### src/rtl/id_ex_register.sv
// rtl/id_ex_register.sv - ID/EX pipeline register with load-use stall/bubble; optional bubble counter under ID_EX_BUBBLE_CNT_EN
module id_ex_register #(
  parameter int DATA_W = 32,
  parameter int REG_W  = 5
) (
  input  logic              clk,
  input  logic              rst,
  input  logic [8:0]        controlData,
  input  logic              idValid,
  input  logic [DATA_W-1:0] readData1,
  input  logic [DATA_W-1:0] readData2,
  input  logic [DATA_W-1:0] signExtImm,
  input  logic [DATA_W-1:0] pcPlus4,
  input  logic [REG_W-1:0]  idRs,
  input  logic [REG_W-1:0]  idRt,
  input  logic [REG_W-1:0]  idRd,
  input  logic              flush,
  input  logic              hold,
  output logic [8:0]        exControl,
  output logic              exValid,
  output logic [DATA_W-1:0] exReadData1,
  output logic [DATA_W-1:0] exReadData2,
  output logic [DATA_W-1:0] exImm,
  output logic [DATA_W-1:0] exPcPlus4,
  output logic [REG_W-1:0]  exRs,
  output logic [REG_W-1:0]  exRt,
  output logic [REG_W-1:0]  exRd,
  output logic              stall,
  output logic [15:0]       bubbleCount
);

  localparam int MEMREAD_BIT = 4;

  logic [8:0]        ctrl_q, ctrl_d;
  logic              valid_q, valid_d;
  logic [DATA_W-1:0] rd1_q, rd1_d;
  logic [DATA_W-1:0] rd2_q, rd2_d;
  logic [DATA_W-1:0] imm_q, imm_d;
  logic [DATA_W-1:0] pc_q, pc_d;
  logic [REG_W-1:0]  rs_q, rs_d;
  logic [REG_W-1:0]  rt_q, rt_d;
  logic [REG_W-1:0]  rd_q, rd_d;
  logic              hazard;

  // Load in EX whose destination ($rt, never $zero) is a source of the ID instruction
  always_comb begin
    hazard = valid_q & ctrl_q[MEMREAD_BIT] & (rt_q != '0) & idValid &
             ((rt_q == idRs) | (rt_q == idRt));
  end

  assign stall = hazard & ~flush;

  // Next state, priority flush > hold > hazard bubble > normal load
  always_comb begin
    ctrl_d  = ctrl_q;
    valid_d = valid_q;
    rd1_d   = rd1_q;
    rd2_d   = rd2_q;
    imm_d   = imm_q;
    pc_d    = pc_q;
    rs_d    = rs_q;
    rt_d    = rt_q;
    rd_d    = rd_q;
    if (flush) begin
      // Killed slot: control cleared, data fields simply follow the inputs
      ctrl_d  = '0;
      valid_d = 1'b0;
      rd1_d   = readData1;
      rd2_d   = readData2;
      imm_d   = signExtImm;
      pc_d    = pcPlus4;
      rs_d    = idRs;
      rt_d    = idRt;
      rd_d    = idRd;
    end else if (hold) begin
      ctrl_d = ctrl_q;
    end else if (hazard) begin
      // Bubble: MemRead drops to 0 so the stall releases next cycle
      ctrl_d  = '0;
      valid_d = 1'b0;
    end else begin
      ctrl_d  = idValid ? controlData : 9'd0;
      valid_d = idValid;
      rd1_d   = readData1;
      rd2_d   = readData2;
      imm_d   = signExtImm;
      pc_d    = pcPlus4;
      rs_d    = idRs;
      rt_d    = idRt;
      rd_d    = idRd;
    end
  end

  // Pipeline register state
  always_ff @(posedge clk or posedge rst) begin
    if (rst) begin
      ctrl_q  <= '0;
      valid_q <= 1'b0;
      rd1_q   <= '0;
      rd2_q   <= '0;
      imm_q   <= '0;
      pc_q    <= '0;
      rs_q    <= '0;
      rt_q    <= '0;
      rd_q    <= '0;
    end else begin
      ctrl_q  <= ctrl_d;
      valid_q <= valid_d;
      rd1_q   <= rd1_d;
      rd2_q   <= rd2_d;
      imm_q   <= imm_d;
      pc_q    <= pc_d;
      rs_q    <= rs_d;
      rt_q    <= rt_d;
      rd_q    <= rd_d;
    end
  end

  assign exControl   = ctrl_q;
  assign exValid     = valid_q;
  assign exReadData1 = rd1_q;
  assign exReadData2 = rd2_q;
  assign exImm       = imm_q;
  assign exPcPlus4   = pc_q;
  assign exRs        = rs_q;
  assign exRt        = rt_q;
  assign exRd        = rd_q;

`ifdef ID_EX_BUBBLE_CNT_EN
  logic [15:0] bcnt_q, bcnt_d;
  logic        bubble;

  // Count only edges that actually insert a hazard bubble, saturating at all-ones
  always_comb begin
    bubble = hazard & ~flush & ~hold;
    bcnt_d = bcnt_q;
    if (bubble && (bcnt_q != 16'hFFFF)) begin
      bcnt_d = bcnt_q + 16'd1;
    end
  end

  // Bubble counter register
  always_ff @(posedge clk or posedge rst) begin
    if (rst) begin
      bcnt_q <= 16'd0;
    end else begin
      bcnt_q <= bcnt_d;
    end
  end

  assign bubbleCount = bcnt_q;
`else
  assign bubbleCount = 16'h0000;
`endif

endmodule

### config.mk
export PLATFORM = sky130hd
export DESIGN_NAME = id_ex_register
export DESIGN_NICKNAME = d
export VERILOG_FILES = /design/src/rtl/id_ex_register.sv
export SDC_FILE = /design/constraint.sdc
export NUM_CORES = 1
export LEC_CHECK = 0
export CAP_MARGIN = 10
export CORE_ASPECT_RATIO = 0.8
export CORE_MARGIN = 3
export CORE_UTILIZATION = 48
export DETAILED_ROUTE_END_ITERATION = 10
export PLACE_DENSITY = 0.82
export SYNTH_ARGS = -nofsm -noshare
export SYNTH_HDL_FRONTEND = slang
export SYNTH_SLANG_ARGS = --single-unit
### constraint.sdc
create_clock -name clk -period 6.2 [get_ports clk]
set_input_delay 0.62 -clock clk [delete_from_list [all_inputs] [get_ports clk]]
set_output_delay 0.62 -clock clk [all_outputs]
set_load 0.1 [all_outputs]
# [Yosys cells after proc, flatten, opt, wreduce, memory -nomap -nowiden]
# Index checks and enable logic that the tools add are counted.
[op_classes] reduce_logical=2 n_eq_ne=4 mux=28 bitwise=7
[op_table] cell="two-way mux 32 bit" n=12
[op_table] cell="two-way mux 5 bit" n=9
[op_table] cell="two-way mux 9 bit" n=4
[op_table] cell="== test 5 bit" n=2
[op_table] cell="bitwise AND 1 bit" n=5
[op_table] cell="nonzero test 5 bit" n=1
[op_table] cell="inequality test 2 bit (second input constant)" n=2
[op_table] cell="two-way mux 1 bit" n=3
[op_table] cell="AND reduction 2 bit" n=1
[op_table] cell="NOT 1 bit" n=1
[op_table] cell="OR 1 bit" n=1
[totals] register_bits=153 word_cells=50 output_inout_bits=170 inputBits=157

# [Longest topological paths before layout]
[logic_depth] word_depth=7 ltp_mapped=8 mapped_depth_nobuf=5

# [Worst setup path before layout]
# No wires, ideal clock.
[synth_timing] path_type="reg-to-output" startpoint="register rt_q[2] (netlist: exRt[2])" endpoint="output port stall" path_buffers=3 setup_slack_ns=1.523 arrival_time_ns=4.057 required_time_ns=5.580 path_stages_with_launch=8 cell_sequence="dfrtp_1 xor2_1 nor3_1 a22oi_2 buf_4 buf_6 buf_4 nor3_1"
[synth_between] elab_chain_cells=5 word_cells_on_any_way=8 cone_classes="eq/ne: 2; bitwise: 5; reduce/logical: 1"
[synth_rtl] item="start: declaration" line_no="41" text="logic [REG_W-1:0] rt_q, rt_d;"
[synth_rtl] item="start signal: assignment" line_no="114" text="rt_q <= rt_d;"
[synth_rtl] item="nonzero test 5 bit" line_no="47" text="hazard = valid_q & ctrl_q[MEMREAD_BIT] & (rt_q != '0) & idValid &"
[synth_rtl] item="bitwise AND 1 bit (2 in a row)" line_no="47"
[synth_rtl] item="bitwise AND 1 bit (*)" line_no="47"
[synth_rtl] item="bitwise AND 1 bit (*)" line_no="51" text="assign stall = hazard & ~flush;"
[synth_rtl] item="end: declaration" line_no="28" text="output logic stall,"
# Every way passes the cells marked *; elsewhere a longest branch is shown, timed or not.

# [Worst setup path in the final report]
[layout_timing] startpoint="input port idRs[2]" endpoint="output port stall"
[layout_between] elab_chain_cells=4
[layout_rtl] item="start: declaration" line_no="14" text="input logic [REG_W-1:0] idRs,"
[layout_rtl] item="== test 5 bit" line_no="48" text="((rt_q == idRs) | (rt_q == idRt));"
[layout_rtl] item="OR 1 bit" line_no="48"
[layout_rtl] item="bitwise AND 1 bit" line_no="47"
[layout_rtl] item="bitwise AND 1 bit" line_no="51"
# No other way between the ends.

==> flow_metrics.env <==
export IMPL_status="finished, final reports clean"
export IMPL_crit_chain="clkdlybuf4s50_1 -> xor2_1 -> nor3_1 -> a22oi_2 -> buf_4 -> nor3_1 -> clkdlybuf4s50_1"
export IMPL_crit_required_ns=5.58
export IMPL_powerDensity_nw_per_um2=271
export IMPL_postCtsSetupBuffers=0
export IMPL_crit_cells=7
export IMPL_die_h_um=140
export IMPL_synth_flop_cell="dfrtp_1"
export IMPL_gp_congestion=0.809
export IMPL_path_class="primary input to output pin"
export IMPL_seq_area_um2=3830
export IMPL_cts_sinks=153
export IMPL_max_clock_path_buffers=2
export IMPL_finalSetupViolations=0
export IMPL_dieArea_um2=24200
export IMPL_hp_class="register to register"
export IMPL_finClkSkew_ns=0.0166
export IMPL_firstDrtPassIters=11
export IMPL_hold_path_depth=1
export IMPL_crit_buf_inv=3
export IMPL_synthesis_area_um2=10700
export IMPL_synth_seq_area_share_pct=35.6
export IMPL_drtIter0Drc=1260
export IMPL_drv_cap=0
export IMPL_r2r_worst_path_cells=5
export IMPL_crit_path_max_incr_delay_ns=1.19
export IMPL_wirelength_um=31300
export IMPL_worstMarginPinSlew_ns=1.39
export IMPL_syn_to_final_growth_pct=31.7
export IMPL_ctsRootBufferMaster="clkbuf_16"
export IMPL_grt_start_max_net_pins=283
export IMPL_final_common_cell="clkdlybuf4s50_1"
export IMPL_synth_edff_count=0
export IMPL_max_vdd_ir_drop_v=0.000178
export IMPL_hold_buffers=0
export IMPL_placed_area_um2=13600
export IMPL_netlist_instances=1210
export IMPL_critPathCaptureType="output pin"
export IMPL_layout_common_cells="clkdlybuf4s50_1 (308), nand2_1 (225), dfrtp_1 (153)"
export IMPL_drc=0
export IMPL_nFillCells=1782
export IMPL_synth_distinct_cells=28
export IMPL_setup_tns_ns=0
export IMPL_track_usage_pct=24.7
export IMPL_path_clk_slew_ns=0.07
export IMPL_grt_pass1_wl_um=50600
export IMPL_cts_tree="done"
export IMPL_h_tree_depth=4
export IMPL_timing_final_crit_share_pct=65.1
export IMPL_io_buffers=310
export IMPL_initial_utilization_pct=49.3
export IMPL_post_dp_hpwl_um=19800
export IMPL_drv_slew=0
export IMPL_vias=10200
export IMPL_yosysWarnings=0
export IMPL_cp_max_fo=57
export IMPL_drive_gt1_share_pct=3.35
export IMPL_pin_count=327
export IMPL_cp_slowest_cell="clkdlybuf4s50_1"
export IMPL_hold_viol=0
export IMPL_nNetsFinal=1577
export IMPL_multi_input_area_um2=6160
export IMPL_ys_async_sr_fraction_pct=100
export IMPL_cp_arrival_ns=3.42
export IMPL_design_area_um2=14200
export IMPL_min_period_ns=4.04
export IMPL_gr_total_overflow=0
export IMPL_ctsResizeCount=0
export IMPL_clock_latency_ns=0.43
export IMPL_vias_per_cell=5.90
export IMPL_antenna_left=0
export IMPL_leakagePower_nw=5.82
export IMPL_synth_avg_cell_area_um2=8.88
export IMPL_post_drt_wl_per_cell_um=18.1
export IMPL_relSlewSlack_pct=7.31
export IMPL_core_region_area_um2=21800
export IMPL_cts_buffers=17
export IMPL_maxClockFrequency_mhz=248
export IMPL_synth_largest_area_cell="dfrtp_1"
export IMPL_rsz0062_at_grt="no"
export IMPL_synth_top_area_share_pct=35.6
export IMPL_rows=48
export IMPL_grt_antenna_before_repair=2
export IMPL_synth_seq_cells=153
export IMPL_start_kind="primary input"
export IMPL_synth_area_top_cells="dfrtp_1 (36%), nor2b_1 (8.4%), nand2_1 (7.9%), mux2i_1 (7.6%), nor3b_1 (5.8%)"
export IMPL_first_global_vias=9691
export IMPL_cp_top_family="buffers and inverters"
export IMPL_die_w_um=173
[final timing paths]
| kind | end | start | slack [ns] |
|---|---|---|---|
| hold / removal | exControl[5] | exControl[5] | 0.52 |
| hold reg to reg | exControl[5] | exControl[5] | 0.52 |
| min in group asynchronous | exImm[4] | rst | 0.73 |
| max in group asynchronous | exReadData1[9] | rst | 4.08 |
| setup reg to reg | exControl[2] | exRt[0] | 3.22 |
| setup / recovery | stall | idRs[2] | 2.16 |
[through the flow]
step           utilization (%)  setup WS (ns)  total power [mW]  hold WS [ns]  std cells
6_report                  64.9           2.16              3.83         0.516       1734
5_1_grt                   64.9           1.99              3.97         0.530       1734
4_1_cts                   64.9           2.17              3.86         0.518       1733
3_5_place_dp              62.3           2.20              2.81         0.495       1701
3_3_place_gp              62.3           2.20              2.79         0.497       1701
2_1_floorplan                -           1.46              2.39         0.753       1225
[power by group]
part	internal [mW]	switching [mW]	total [mW]
Clock	0.575	0.468	1.04
Sequential	1.10	0.0913	1.19
Combinational	0.443	1.15	1.60
[flip-flops by register name, indices dropped and copies added, names as in the netlist]
name,flops
exControl,9
exImm,32
exPcPlus4,32
exRd,5
exReadData1,32
exReadData2,32
exRs,5
exRt,5
exValid,1
[metal layers]
| metal | wire length [um] | up-vias | track usage, % |
|---|---|---|---|
| met2 | 14800 | 385 | 38.8 |
| met5 | 9 | - | 0 |
| met4 | 684 | 2 | 7.16 |
| met1 | 13400 | 4960 | 33.8 |
| li1 | - | 4839 | - |
| met3 | 2440 | 44 | 6.44 |
[logic make-up after synthesis]
logic type | count (synthesis) | synth area share (%)
and+or+nand+nor | 745 | 41.4
xor gates and xnor gates | 10 | 0.815
buffers and inverters | 145 | 7.60
other | 1 | 0.0349
DFF | 153 | 35.6
muxes | 82 | 7.64
AOI/OAI and AO/OA | 74 | 6.85
[synthesized netlist by cell type, types with 3 or more instances]
master	instances
nand4_1	82
a22o_1	9
buf_6	6
dfrtp_1	153
xor2_1	10
buf_4	38
buf_2	10
nor3_1	3
nand2_1	225
nand3_1	62
nand3b_1	82
or4b_1	61
buf_8	5
nor2b_1	144
clkbuf_1	83
nor3b_1	83
mux2i_1	82
a222oi_1	61
[worst register-to-register path, delay by kind of cell, from the launching register on]
kind	cells	cell delay [ns]
compound gates	3	1.27
buf+inv	1	0.60
simple gates	1	0.59
flops	1	0.46
[area by class of cell]
type | instances | area share, %
sequential | 153 | 27.1
multi-input combinational | 927 | 43.5
clock inverter | 13 | 0.955
antenna | 1 | 0.0177
tap | 300 | 2.65
clock buffer | 19 | 3.13
inverter | 1 | 0.0619
timing repair buffer | 320 | 22.6
(Power assumes the default switching activity.)
